**config.mk**
```make
export PLATFORM = sky130hd
export DESIGN_NAME = paralelo_serial_tx
export DESIGN_NICKNAME = d
export VERILOG_FILES = /design/src/rtl/paralelo_serial_tx.sv
export SDC_FILE = /design/constraint.sdc
export NUM_CORES = 1
export LEC_CHECK = 0
export ABC_AREA = 1
export CORE_AREA = 2 2 39 41
export DETAILED_ROUTE_END_ITERATION = 6
export DIE_AREA = 0 0 41 43
export PLACE_DENSITY = 0.69
export RECOVER_POWER = 100
export SLEW_MARGIN = 20
export SYNTH_ARGS = -nofsm -noshare
export SYNTH_HDL_FRONTEND = slang
export SYNTH_SLANG_ARGS = --single-unit
export TNS_END_PERCENT = 30
```
**constraint.sdc**
```tcl
create_clock -name clk_8f -period 1.3 [get_ports clk_8f]
set_input_delay 0.325 -clock clk_8f [delete_from_list [all_inputs] [get_ports clk_8f]]
set_output_delay 0.325 -clock clk_8f [all_outputs]
set_load 0.01 [all_outputs]
```
**src/rtl/paralelo_serial_tx.sv**
```systemverilog
// ----------------------------------------------------------------------------
// paralelo_serial_tx : byte-to-bit serializer, MSB first, one word per 8 clk_8f
// Rev 1.0 | macro IDLE_COMMA_EN selects idle word 8'hBC (else 8'h00)
// ----------------------------------------------------------------------------
`default_nettype none

module paralelo_serial_tx (
   input  logic       clk_8f,
   input  logic       reset,
   input  logic [7:0] data_in,
   input  logic       valid_in,
   output logic       ready_out,
   output logic       data_out,
   output logic       active_out,
   output logic       frame_start
);

`ifdef IDLE_COMMA_EN
   localparam logic [7:0] c_IDLE_WORD = 8'hBC;
`else
   localparam logic [7:0] c_IDLE_WORD = 8'h00;
`endif

   logic [2:0] slot_q, slot_d;
   logic [7:0] shift_q, shift_d;
   logic       active_q, active_d;
   logic       frame_q, frame_d;
   logic [7:0] load_word;

   assign ready_out = reset && (slot_q == 3'd7);

   always_comb begin
      slot_d    = slot_q + 3'd1;
      shift_d   = {shift_q[6:0], 1'b0};
      active_d  = active_q;
      frame_d   = 1'b0;
      load_word = valid_in ? data_in : c_IDLE_WORD;
      // The MSB of the shift register is the serial output flop itself
      if (ready_out) begin
         shift_d  = load_word;
         active_d = valid_in;
         frame_d  = 1'b1;
      end
   end

   always_ff @(posedge clk_8f) begin
      if (!reset) begin
         slot_q   <= 3'd7;
         shift_q  <= 8'h00;
         active_q <= 1'b0;
         frame_q  <= 1'b0;
      end else begin
         slot_q   <= slot_d;
         shift_q  <= shift_d;
         active_q <= active_d;
         frame_q  <= frame_d;
      end
   end

   assign data_out    = shift_q[7];
   assign active_out  = active_q;
   assign frame_start = frame_q;

endmodule

`default_nettype wire

```
==> run summary, run 1 <==
• 0 — hold-fix buffer count after cts
• 102 — final net count
• 7.58 sq um — Syn Area/Cell
• 12 — largest net degree at the start of global routing
• done — TritonCTS clock tree
• 44 um — Detail Route met3 WL
• 0.00306 ns — maximum clock skew at final layout
• 0 — total inserted antenna cells
• finished with violations — outcome
• 1760 sq um — area enclosed by the die boundary
• clkbuf_4 — library cell used as clock root buffer
• 0.687 GHz — maximum clock frequency
• reg -> reg — Min-Delay Path Class
• 18.2% — proportion of layout cells with a drive suffix above 1
• 41 um — x dimension of the die
• 0 — number of max-slew violations in the final report
• 0.27 ns — clock network latency to the later pin of the worst-skew pair
• 8.90 um — wire per inst
• 2 — Bufs on Longest Clock Path
• 1.13 ns — Worst EP arrival
• 2 — count of TritonRoute iterations in the first routing pass
• reg -> out — classification of the worst setup path
• 3 — number of clock buffers inserted by TritonCTS
• ready_out — end of the critical path
• 0 — total overflow reported by the global router
• 490 um — Routed met2 length
• 13 — number of storage elements in the synthesis netlist
• 508 sq um — Post-Syn Area
• 14 — count of input and output buffers
• 447 — total number of vias
• 4.30 — via density per instance
• true — setup repair after global routing missed its margin
• 51.2% — share of the yosys chip area belonging to registers
• met3 — highest routed layer
• 0.98 ns — endpoint required time on the critical path
• 0 — antenna-violating nets left
• 0.653 — routability congestion estimate
• 7 — DR iter-0 viols
• 80 — number of nets produced by synthesis
• slot_q[1] — r2r startpoint
• 36.7% — effective utilization at floorplan
• 112% — share of the clock period used by the worst path after layout
• 67 — gate count after technology mapping
• 0 — number of warnings issued by yosys
• 0.339 ns — worst slew pin tran
• output pin — category of the worst setup path capture point
• 391 um — total routed wire length on the met1 layer
• 47.0% — layout overhead on the synthesized area
• 77.3% — Rel. slew slack
• 1 — depth of the CTS H-tree
• 618 um — placed wire-length estimate
• 0.07 ns — setup slack of the most critical reg-to-reg path
• 1180 nW/um^2 — pwr dens
• shift_q[0] — Worst R2R End
• 0 — DRC Markers
• setup timing — violations in the final reports
• 0 — number of antenna violations at the first check in global routing
• 360 — via count of the first global-routing pass
• 0 — Final Hold Violating Endpoints
• 0 — reported max-cap violation count
• 926 um — Total Wirelength
• 14 — row count
• 1410 um — wire length of the first global-routing pass
• 15 — number of primary I/O pins
• 1 — final setup fails
• 12.0% — GR Util All Layers
• -0.156 ns — final critical-path setup slack
• 11 — unique cell type count in the Yosys netlist
• -0.156 ns — setup TNS
• 2 — biggest fanout along the worst timing path
• 0.881 mW — total power consumption of the routed design
• -0.505 ns — worst slack at placement
• 43 um — Die Span Y
• 0.426 ns — worst hold margin
• 0.419 nW — leakage power figure
• 1380 sq um — standard cell core area
• 0.08 ns — clock input transition at the sequential cells of the worst setup and hold paths
• 0.488 mV — peak supply drop
• flip-flop — startpoint kind of the worst setup timing path
• slot_q[1] — origin of the worst setup path
• 7 — depth of the worst register-to-register path
• 54.0% — final core utilization
• 13 — number of sinks on the clock net
• 1.46 ns — Tmin final
-- power by group --
| part | total [mW] | switching (mW) | leakage [nW] | internal, mW |
|---|---|---|---|---|
| Clock | 0.247 | 0.129 | 0.0150 | 0.119 |
| Sequential | 0.448 | 0.0159 | 0.107 | 0.432 |
| Combinational | 0.185 | 0.0860 | 0.298 | 0.0994 |
| Total | 0.881 | 0.230 | 0.419 | 0.650 |
-- area by class of cell --
cell class                      instances  area (sq um)
Fill cell                             128           637
Sequential cell                        13           262
Timing Repair Buffer                   19           175
Inverter                               14          55.1
Clock buffer                            4          26.3
Multi-Input combinational cell         38           209
Tap cell                               16          20.0
-- cell usage in the layout, fill, tap and decap left out, types with 2 or more instances in the layout --
master and n:
clkdlybuf4s50_1 9, inv_1 12, dfxtp_1 12, buf_4 4, nand3_1 8, ha_4 2, clkbuf_4 4, dlygate4sd2_1 3
nand2_1 26
-- flip-flops by register name (all words and copies together), names as in the netlist --
| register | flops |
|---|---|
| active_out | 1 |
| frame_start | 1 |
| shift_q | 8 |
| slot_q | 3 |
-- metrics by stage --
step	cell area, sq um	cells
final	747	104
after global routing	747	104
after CTS	734	103
after detailed placement	672	98
after global placement	672	98
after floorplan	508	67
-- worst max-delay path, cell delays in order (launching register included) --
cell,delay (ns)
dfxtp_1,0.33
ha_4,0.16
ha_4,0.16
nand2_4,0.06
inv_4,0.03
buf_6,0.11
-- cells in the mapped netlist --
library cell	n	share of area [%]
ha_1	2	4.9
inv_4	1	1.2
nand3_1	8	7.9
inv_1	12	8.9
buf_6	1	2.2
nor3_1	1	0.98
nand2_1	26	19
inv_2	1	0.74
nand2_2	1	1.2
dfxtp_1	13	51
buf_4	1	1.5
-- logic make-up (layout without fill, tap and decap cells) --
kind of cell	Yosys count	after routing	synth area share (%)
simple gates	36	36	29.3
buf+inv	16	37	14.5
flops	13	13	51.2
fa+ha+maj	2	2	4.93
-- layer usage --
metal,vias to the layer above,GRT usage (%)
met5,-,0
met4,0,8.00
met3,0,3.14
met2,11,17.8
met1,199,14.3
li1,237,-
-- how the worst min path moves through the flow --
stage,start,slack [ns],cells past startpoint,end
floorplan,slot_q[0],0.37,1,slot_q[0]
global placement,slot_q[0],0.38,1,slot_q[0]
detailed placement,slot_q[0],0.39,1,slot_q[0]
CTS,slot_q[0],0.43,1,slot_q[0]
global route,slot_q[0],0.44,1,slot_q[0]
finish,slot_q[0],0.43,1,slot_q[0]
-- repair_timing --
action                     CTS  global route
resized for setup           14             1
pin swaps                    1             1
setup buffers                1             1
setup endpoints to repair    4             1
Power figures use the tool's default switching activity.
==> inputs of run 2 (changes only) <==
--- a/config.mk
+++ b/config.mk
@@ -7,10 +7,12 @@
 export LEC_CHECK = 0
 export ABC_AREA = 1
 export CORE_AREA = 2 2 39 41
+export CTS_CLUSTER_DIAMETER = 60
 export DETAILED_ROUTE_END_ITERATION = 6
 export DIE_AREA = 0 0 41 43
 export PLACE_DENSITY = 0.69
 export RECOVER_POWER = 100
+export SKIP_CTS_REPAIR_TIMING = 1
 export SLEW_MARGIN = 20
 export SYNTH_ARGS = -nofsm -noshare
 export SYNTH_HDL_FRONTEND = slang
==> constraint.sdc (replaced) <==
create_clock -name clk_8f -period 1.7 [get_ports clk_8f]
set_input_delay 0.425 -clock clk_8f [delete_from_list [all_inputs] [get_ports clk_8f]]
set_output_delay 0.425 -clock clk_8f [all_outputs]
set_load 0.01 [all_outputs]
==> run 2 against run 1 <==
The run now ends clean. Largest cell class unchanged. Sequential share of layout area up 2.3 points. Hold slack got worse by 0.025 ns. Clock skew down 0.0017 ns. Total power is 27% lower.
==> run summary, run 2 (same netlist as run 1, synthesis figures left out) <==
• 37.2% — layout overhead on the synthesized area, was 47.0%
• 0.27 ns — clock network latency to the later pin of the worst-skew pair, about the same
• reg -> out — classification of the worst setup path, unchanged
• 920 nW/um^2 — pwr dens, was 1180 nW/um^2
• nand2_1 — commonest non-fill, non-tap cell in the layout, unchanged
• 100 — final net count, was 102
• 0.570 mV — peak supply drop, was 0.488 mV
• 0 — total inserted antenna cells, unchanged
• 3 — number of clock buffers inserted by TritonCTS, unchanged
• -0.308 ns — worst slack at placement, was -0.505 ns
• 11.6% — proportion of layout cells with a drive suffix above 1, was 18.2%
• 4.25 — via density per instance, was 4.30
• 0.619 GHz — maximum clock frequency
• 1.19 ns — Worst EP arrival, was 1.13 ns
• 1.62 ns — Tmin final
• 672 sq um — cell area after placement, unchanged
• 43 um — Die Span Y, unchanged
• 0.00136 ns — maximum clock skew at final layout, was 0.00306 ns
• 0 — number of max-slew violations in the final report, unchanged
• 0.398 nW — leakage power figure, was 0.419 nW
• dlygate4sd3_1 — slowest CP cell, was dfxtp_1
• 142 — Fill cells, was 128
• clkbuf_4 — library cell used as clock root buffer, unchanged
• complete, no violations — outcome, was finished with violations
• 0.653 — routability congestion estimate, unchanged
• 588 um — placed wire-length estimate, was 618 um
• 15 — number of primary I/O pins, unchanged
• 95.0% — share of the clock period used by the worst path after layout
• 0.60 ns — stage delay of the slowest cell on the critical path, was 0.33 ns
• 11.1% — GR Util All Layers, was 12.0%
• 4 — count of TritonRoute iterations in the first routing pass, was 2
• done — TritonCTS clock tree, unchanged
• 1 — DR iter-0 viols, was 7
• reg -> reg — Min-Delay Path Class, unchanged
• 0.08 ns — clock input transition at the sequential cells of the worst setup and hold paths, about the same
• 2 — biggest fanout along the worst timing path, unchanged
• 14 — count of input and output buffers, unchanged
• 1 — depth of the CTS H-tree, unchanged
• 433 — total number of vias, was 447
• nand2_1 (26), dfxtp_1 (13), inv_1 (12), clkdlybuf4s50_1 (9), nand3_1 (8) — commonest cells after routing, fill and taps aside, was nand2_1 (26), inv_1 (12), dfxtp_1 (12), clkdlybuf4s50_1 (9), nand3_1 (8)
• 0 — total overflow reported by the global router, unchanged
• flip-flop — startpoint kind of the worst setup timing path, unchanged
• 2 — Bufs on Longest Clock Path, unchanged
• 0.436 ns — worst slew pin tran, was 0.339 ns
• shift_q: 8 flops, slot_q: 3 flops — registers with the most flip-flops, unchanged
• 0 — antenna-violating nets left, unchanged
• 41 um — x dimension of the die, unchanged
• 1250 um — wire length of the first global-routing pass, was 1410 um
• buffers and inverters — top cell family by delay on the critical path, was flip-flops
• 0.641 mW — total power consumption of the routed design, was 0.881 mW
• 7.75 um — wire per inst, was 8.90 um
• 0 — Final Hold Violating Endpoints, unchanged
• 13 — number of sinks on the clock net, unchanged
• shift_q — register bank with the most flops, unchanged
• 0 — final setup fails, was 1
• 1760 sq um — area enclosed by the die boundary, unchanged
• false — setup repair after global routing missed its margin, was true
• 71.0% — Rel. slew slack, was 77.3%
• output pin — category of the worst setup path capture point, unchanged
• 50.4% — final core utilization, was 54.0%
• 1.27 ns — endpoint required time on the critical path, was 0.98 ns
• 790 um — Total Wirelength, was 926 um
• 0.0849 ns — final critical-path setup slack, was -0.156 ns
• 1 — count of buffer and inverter cells on the critical path, was 2
• 0 — DRC Markers, unchanged
• 102 — final cell count without fillers, was 104
• 14 — row count, unchanged
• 36.7% — effective utilization at floorplan, unchanged
• 0 — reported max-cap violation count, unchanged
• 8 — flip-flop count of the largest register after layout, unchanged
• 325 — via count of the first global-routing pass, was 360
• 12 — largest net degree at the start of global routing, unchanged
• dlygate4sd3_1 — chain of cells forming the critical path, was ha_4 > ha_4 > nand2_4 > inv_4 > buf_6
• 697 sq um — post-route design area, was 747 sq um
• 1380 sq um — standard cell core area, unchanged
• 0 — number of antenna violations at the first check in global routing, unchanged
• 98 — placed cells, unchanged
==> run 2: cell types whose count changed in the layout (fill, tap and decap cells not counted), sizes merged <==
cell         delta
dlygate4sd2     -3
dlygate4sd3     +3
buf             -3
clkbuf          +1
==> run 2: path summary, 6_finish.rpt <==
kind | from | endpoint | slack (ns) | depth (start not counted)
hold / removal | slot_q[0] | slot_q[0] | 0.40 | 1
hold reg to reg | slot_q[0] | slot_q[0] | 0.40 | 1
setup reg to reg | slot_q[0] | shift_q[6] | 0.54 | 7
setup / recovery | active_out | active_out | 0.08 | 1
==> run 2: area by class of cell <==
cell class | count | area, sq um | share of cell area [%]
clock buffer | 4 | 26.3 | 3.77
timing repair buffer | 17 | 154 | 22.1
inverter | 14 | 55.1 | 7.90
sequential | 13 | 260 | 37.3
multi-input combinational | 38 | 181 | 26.0
tap | 16 | 20.0 | 2.87
==> run 2: stage by stage <==
step                hold WS, ns  setup TNS (ns)
floorplan                 0.369               0
detailed placement        0.388          -0.308
global route              0.432               0
CTS                       0.407          -0.327
global placement          0.379          -0.302
finish                    0.401               0
==> run 2: metal layers <==
layer	wire (um)	global-route usage, %
met1	356	13.7
met2	361	14.7
met3	43	3.14
met4	30	10.0
met5	0	0
==> run 2: where the power goes <==
group | internal [mW] | total (mW) | switching, mW
Combinational | 0.0607 | 0.121 | 0.0601
Clock | 0.0907 | 0.183 | 0.0927
Sequential | 0.330 | 0.337 | 0.00702
Total | 0.481 | 0.641 | 0.160
==> RTL edit 1, RTL diff (flow settings as in run 1) <==
`shift_q` no longer has a reset.
--- a/src/rtl/paralelo_serial_tx.sv
+++ b/src/rtl/paralelo_serial_tx.sv
@@ -47,13 +47,15 @@
       if (!reset) begin
          slot_q   <= 3'd7;
-         shift_q  <= 8'h00;
          active_q <= 1'b0;
          frame_q  <= 1'b0;
       end else begin
          slot_q   <= slot_d;
-         shift_q  <= shift_d;
          active_q <= active_d;
          frame_q  <= frame_d;
       end
+   end
+
+   always_ff @(posedge clk_8f) begin
+      shift_q <= shift_d;
    end
 
Behaviour: differs if reset is asserted again (counterexample within 4 cycles, from zero or initial values and one cycle with reset low); with reset held inactive, the same outputs for 10 cycles.
==> RTL edit 1 against run 1 <==
The flow still finishes with violations (negative setup slack); synthesized area decreased by 12%; combinational power about the same; critical path type unchanged; worst setup slack better by 0.00069 ns; critical path depth unchanged; sequential cell count unchanged; total power is 1.9% higher; wire length shrank 16%; global-route usage is 1.2 points lower; core utilization decreased by 5.1 points; final area decreased by 9.4%.
==> RTL edit 1: results <==
<?xml version="1.0" encoding="UTF-8"?>
<metrics>
  <group name="yosys">
    <metric name="synth.avg_cell_area" unit="µm²">8.76</metric>
    <metric name="yosysSeqAreaShare" unit="%">58.3</metric>
    <metric name="ys_top_cells_by_area" unit="">dfxtp_1 58%, nand2_1 15%, o21ai_0 7.8%, ha_1 5.6%, inv_1 4.2%</metric>
    <metric name="synth.net_count" unit="">64</metric>
    <metric name="synthesis.yosys.warnings" unit="">0</metric>
    <metric name="netlist_top_cells_count" unit="">18 x nand2_1, 13 x dfxtp_1, 7 x o21ai_0</metric>
    <metric name="ys_async_sr_fraction" unit="%">0</metric>
    <metric name="netlist-cell-type-count" unit="">11</metric>
  </group>
  <group name="setup_path">
    <metric name="rr_worst_depth" unit="">6</metric>
    <metric name="reg2reg_from" unit="">slot_q[0]</metric>
    <metric name="timing.reg2reg.setup_slack" unit="ns">0.11</metric>
    <metric name="timing.critical_path.arrival" unit="ns">1.13</metric>
    <metric name="capturing_point_of_the_worst_reg2reg_path" unit="">active_out</metric>
    <metric name="timing.critical_path.slowest_stage_cell" unit="">dfxtp_2</metric>
  </group>
  <group name="drt">
    <metric name="drt_wl_total" unit="µm">776</metric>
    <metric name="route.detailed.wl_per_inst" unit="µm">8.92</metric>
    <metric name="first_iter_violations" unit="">0</metric>
    <metric name="vias" unit="">364</metric>
    <metric name="drtPass1Iterations" unit="">1</metric>
  </group>
  <group name="cts">
    <metric name="cts-buffers-inserted" unit="">3</metric>
    <metric name="path_clk_slew" unit="ns">0.08</metric>
    <metric name="clkLatencyLatePin" unit="ns">0.27</metric>
  </group>
  <group name="power">
    <metric name="power_leakage" unit="nW">0.310</metric>
    <metric name="power_report.internal_total" unit="µW">676</metric>
    <metric name="ir_drop" unit="mV">0.896</metric>
  </group>
  <group name="cells_and_area">
    <metric name="num-nets-final" unit="">85</metric>
    <metric name="layout-drive-gt1-share" unit="%">21.1</metric>
    <metric name="insertedDiodeCount" unit="">0</metric>
  </group>
  <group name="run_status">
    <metric name="violations" unit="">negative setup slack</metric>
    <metric name="status" unit="">finished with violations</metric>
  </group>
  <group name="sta">
    <metric name="report.final.setup_viol" unit="">1</metric>
    <metric name="finalClockSkew" unit="ns">0.00330</metric>
    <metric name="worst_pin_slew" unit="ns">0.275</metric>
    <metric name="fin_ws" unit="ns">-0.156</metric>
  </group>
  <group name="place">
    <metric name="place_area" unit="µm²">616</metric>
    <metric name="hpwl" unit="µm">541</metric>
    <metric name="place_inst" unit="">82</metric>
    <metric name="finalWeightedCongestion" unit="">0.647</metric>
  </group>
  <group name="global_route">
    <metric name="initial_antenna_violation_count" unit="">0</metric>
    <metric name="grt_max_degree" unit="">16</metric>
    <metric name="first_pass_grt_wire_length" unit="mm">1.20</metric>
    <metric name="grt_usage" unit="%">10.8</metric>
    <metric name="first_global_vias" unit="">294</metric>
  </group>
  <group name="min_path">
    <metric name="min-delay-start" unit="">slot_q[0]</metric>
  </group>
</metrics>
RTL edit 1: worst max path at each step:
| stage | startpoint | to | slack (ns) | cells after the start |
|---|---|---|---|---|
| after floorplan | slot_q[0] | ready_out | 0.03 | 5 |
| after global placement | reset | ready_out | -0.48 | 4 |
| after detailed placement | reset | ready_out | -0.50 | 4 |
| after CTS | slot_q[0] | ready_out | -0.19 | 5 |
| after global routing | slot_q[0] | ready_out | -0.20 | 5 |
| final | slot_q[0] | ready_out | -0.16 | 5 |
RTL edit 1: kinds of logic (layout without fill, tap and decap cells):
logic type | Yosys count | after routing | share of synthesized area [%]
buffers and inverters | 7 | 27 | 7.84
DFF | 13 | 13 | 58.3
AOI/OAI and AO/OA | 8 | 8 | 9.80
and+or+nand+nor | 21 | 21 | 18.5
adders and majority gates | 2 | 2 | 5.60
RTL edit 1: power by group through the flow:
| stage | logic [mW] | clock network, mW | registers [mW] |
|---|---|---|---|
| 6_report | 0.185 | 0.244 | 0.468 |
| 5_1_grt | 0.213 | 0.283 | 0.474 |
| 4_1_cts | 0.169 | 0.259 | 0.469 |
| 3_5_place_dp | 0.168 | 0 | 0.472 |
| 3_3_place_gp | 0.165 | 0 | 0.470 |
| 2_1_floorplan | 0.0785 | 0 | 0.476 |
RTL edit 1: timing repair:
item                                    CTS  global route
pin swaps                                 1             1
endpoints found under the setup margin    4             1
gates resized for setup                  12             3
buffers inserted                          0             1
RTL edit 1: stage by stage:
step                setup TNS [ns]  hold WS (ns)  util [%]  power, mW  worst slack, ns
floorplan                        0         0.369         -      0.555           0.0278
global placement            -0.575         0.378      44.5      0.635           -0.479
detailed placement          -0.681         0.386      44.5      0.640           -0.496
CTS                         -0.189         0.433      47.6      0.897           -0.189
global route                -0.202         0.450      48.9      0.970           -0.202
finish                      -0.156         0.430      48.9      0.897           -0.156
RTL edit 1: cell type report:
| class | instances | area [µm²] |
|---|---|---|
| Clock buffer | 4 | 26.3 |
| Fill cell | 144 | 707 |
| Inverter | 5 | 18.8 |
| Multi-Input combinational cell | 31 | 181 |
| Sequential cell | 13 | 263 |
| Tap cell | 16 | 20.0 |
| Timing Repair Buffer | 18 | 168 |
RTL edit 1: routing by layer:
layer	share of wire, %	vias up	global-route usage, %
met1	46	153	12.4
li1	-	198	-
met3	9.5	0	9.42
met5	0	-	0
met2	44	13	15.0
met4	0	0	2.00
==> RTL edit 2, RTL diff (settings of run 1) <==
Without the edit above. Make the reset (`reset`) asynchronous in one clocked block.
--- a/src/rtl/paralelo_serial_tx.sv
+++ b/src/rtl/paralelo_serial_tx.sv
@@ -44,5 +44,5 @@
    end
 
-   always_ff @(posedge clk_8f) begin
+   always_ff @(posedge clk_8f or negedge reset) begin
       if (!reset) begin
          slot_q   <= 3'd7;
Check against the original RTL: differs if reset is asserted again (counterexample within 4 cycles, from zero or initial values and one cycle with reset low); with reset held inactive, the same outputs for 10 cycles.
==> RTL edit 2 against run 1 <==
The run still ends with negative setup slack left; count of clock-buffer cells in the layout unchanged; via count down 12%; final cell count down 17%; final area up 4.4%; synthesized area down 3.2%; hold slack better by 0.031 ns; worst setup slack worse by 0.14 ns; sequential cell count unchanged; maximum frequency down 8.9%; wire length up 1.2%; non-clock buffer count up 3; critical endpoint unchanged.
Power is not compared: it rests on default switching activity, and its combinational part moved more than twofold at a synthesized area within 25%.
==> RTL edit 2: results <==
<?xml version="1.0" encoding="UTF-8"?>
<metrics>
  <group name="run_status">
    <metric name="status" unit="">finished with violations</metric>
    <metric name="violations" unit="">negative setup slack</metric>
  </group>
  <group name="sta">
    <metric name="slew_headroom" unit="%">88.4</metric>
    <metric name="report.final.setup_viol" unit="">10</metric>
    <metric name="tns" unit="ns">-0.908</metric>
    <metric name="fin_ws" unit="ns">-0.298</metric>
    <metric name="finalClockSkew" unit="ns">0.00468</metric>
  </group>
  <group name="drt">
    <metric name="vias" unit="">394</metric>
    <metric name="route.detailed.wl_per_inst" unit="µm">10.9</metric>
    <metric name="first_iter_violations" unit="">6</metric>
    <metric name="drtPass1Iterations" unit="">4</metric>
    <metric name="vias_per_cell" unit="">4.58</metric>
    <metric name="dr_wl_met3" unit="µm">56</metric>
    <metric name="wirelength_met1" unit="µm">441</metric>
  </group>
  <group name="global_route">
    <metric name="first_global_vias" unit="">382</metric>
    <metric name="grt_util_met1" unit="%">14.0</metric>
    <metric name="grt_max_degree" unit="">17</metric>
    <metric name="first_pass_grt_wire_length" unit="mm">1.39</metric>
  </group>
  <group name="setup_path">
    <metric name="timing.critical_path.slowest_cell_delay" unit="ns">0.55</metric>
    <metric name="timing.critical_path.slowest_stage_cell" unit="">dfstp_2</metric>
  </group>
  <group name="place">
    <metric name="hpwl" unit="µm">610</metric>
    <metric name="finalWeightedCongestion" unit="">0.673</metric>
    <metric name="pre_cts_ws" unit="ns">-0.514</metric>
    <metric name="place_inst" unit="">79</metric>
  </group>
  <group name="min_path">
    <metric name="holdCritPathClass" unit="">in -&gt; async</metric>
  </group>
  <group name="cells_and_area">
    <metric name="num-nets-final" unit="">84</metric>
    <metric name="layout-drive-gt1-share" unit="%">28.6</metric>
  </group>
  <group name="yosys">
    <metric name="netlist_top_cells_count" unit="">17 x nand2_1, 10 x dfrtp_1, 7 x o21ai_0</metric>
    <metric name="synth.avg_cell_area" unit="µm²">10.7</metric>
    <metric name="ys_async_sr_fraction" unit="%">100</metric>
    <metric name="synth_adder_area_share" unit="%">5.09</metric>
    <metric name="ys_top_cells_by_area" unit="">dfrtp_1 51%, dfstp_2 16%, nand2_1 13%, o21ai_0 7.1%, ha_1 5.1%</metric>
  </group>
</metrics>
RTL edit 2: cell types whose count changed after synthesis, sizes merged:
cell	delta
nor3	-1
inv	-12
dfstp	+3
nand3	-7
nor2	+1
dfrtp	+10
o21ai	+7
dfxtp	-13
nand2	-9
RTL edit 2: final timing paths:
check,from,to,slack (ns),cells past startpoint
worst max-delay path,slot_q[1],ready_out,-0.30,5
worst min register to register,slot_q[0],slot_q[0],0.46,1
worst min-delay path,reset,shift_q[7],0.46,2
min in group clk_8f,slot_q[0],slot_q[0],0.46,1
max in group asynchronous,reset,slot_q[1],0.60,2
worst max register to register,slot_q[1],shift_q[6],-0.10,7
RTL edit 2: layout make-up:
type                    count  area (µm²)
fillers                   123         604
repair buffers             22         223
flip-flops and latches     13         329
multi-input cells          29         171
well taps                  16        20.0
inverters                   2        10.0
clock buffers               4        26.3
RTL edit 2: what timing repair did:
| item | in CTS | in global routing |
|---|---|---|
| setup buffers | 1 | 1 |
| pin swaps | 1 | 0 |
| cloned | 0 | 1 |
| endpoints found under the hold margin | 0 | 0 |
| endpoints found under the setup margin | 11 | 9 |
| resized for setup | 10 | 7 |
RTL edit 2: logic make-up (layout without fill, tap and decap cells):
group / count (synthesis) / in the layout
AO/OA/AOI/OAI: 7 / 7
buffers and inverters: 4 / 28
flip-flops: 13 / 13
AND/OR/NAND/NOR: 20 / 20
adder cells (fa/ha/maj): 2 / 2
RTL edit 2: power by group through the flow:
stage                     clock network, mW  registers (mW)  logic (mW)
after global routing                  0.270           0.420      0.0803
after detailed placement                  0           0.426      0.0733
after global placement                    0           0.426      0.0723
final                                 0.242           0.419      0.0713
after CTS                             0.249           0.419      0.0714
after floorplan                           0           0.428      0.0153
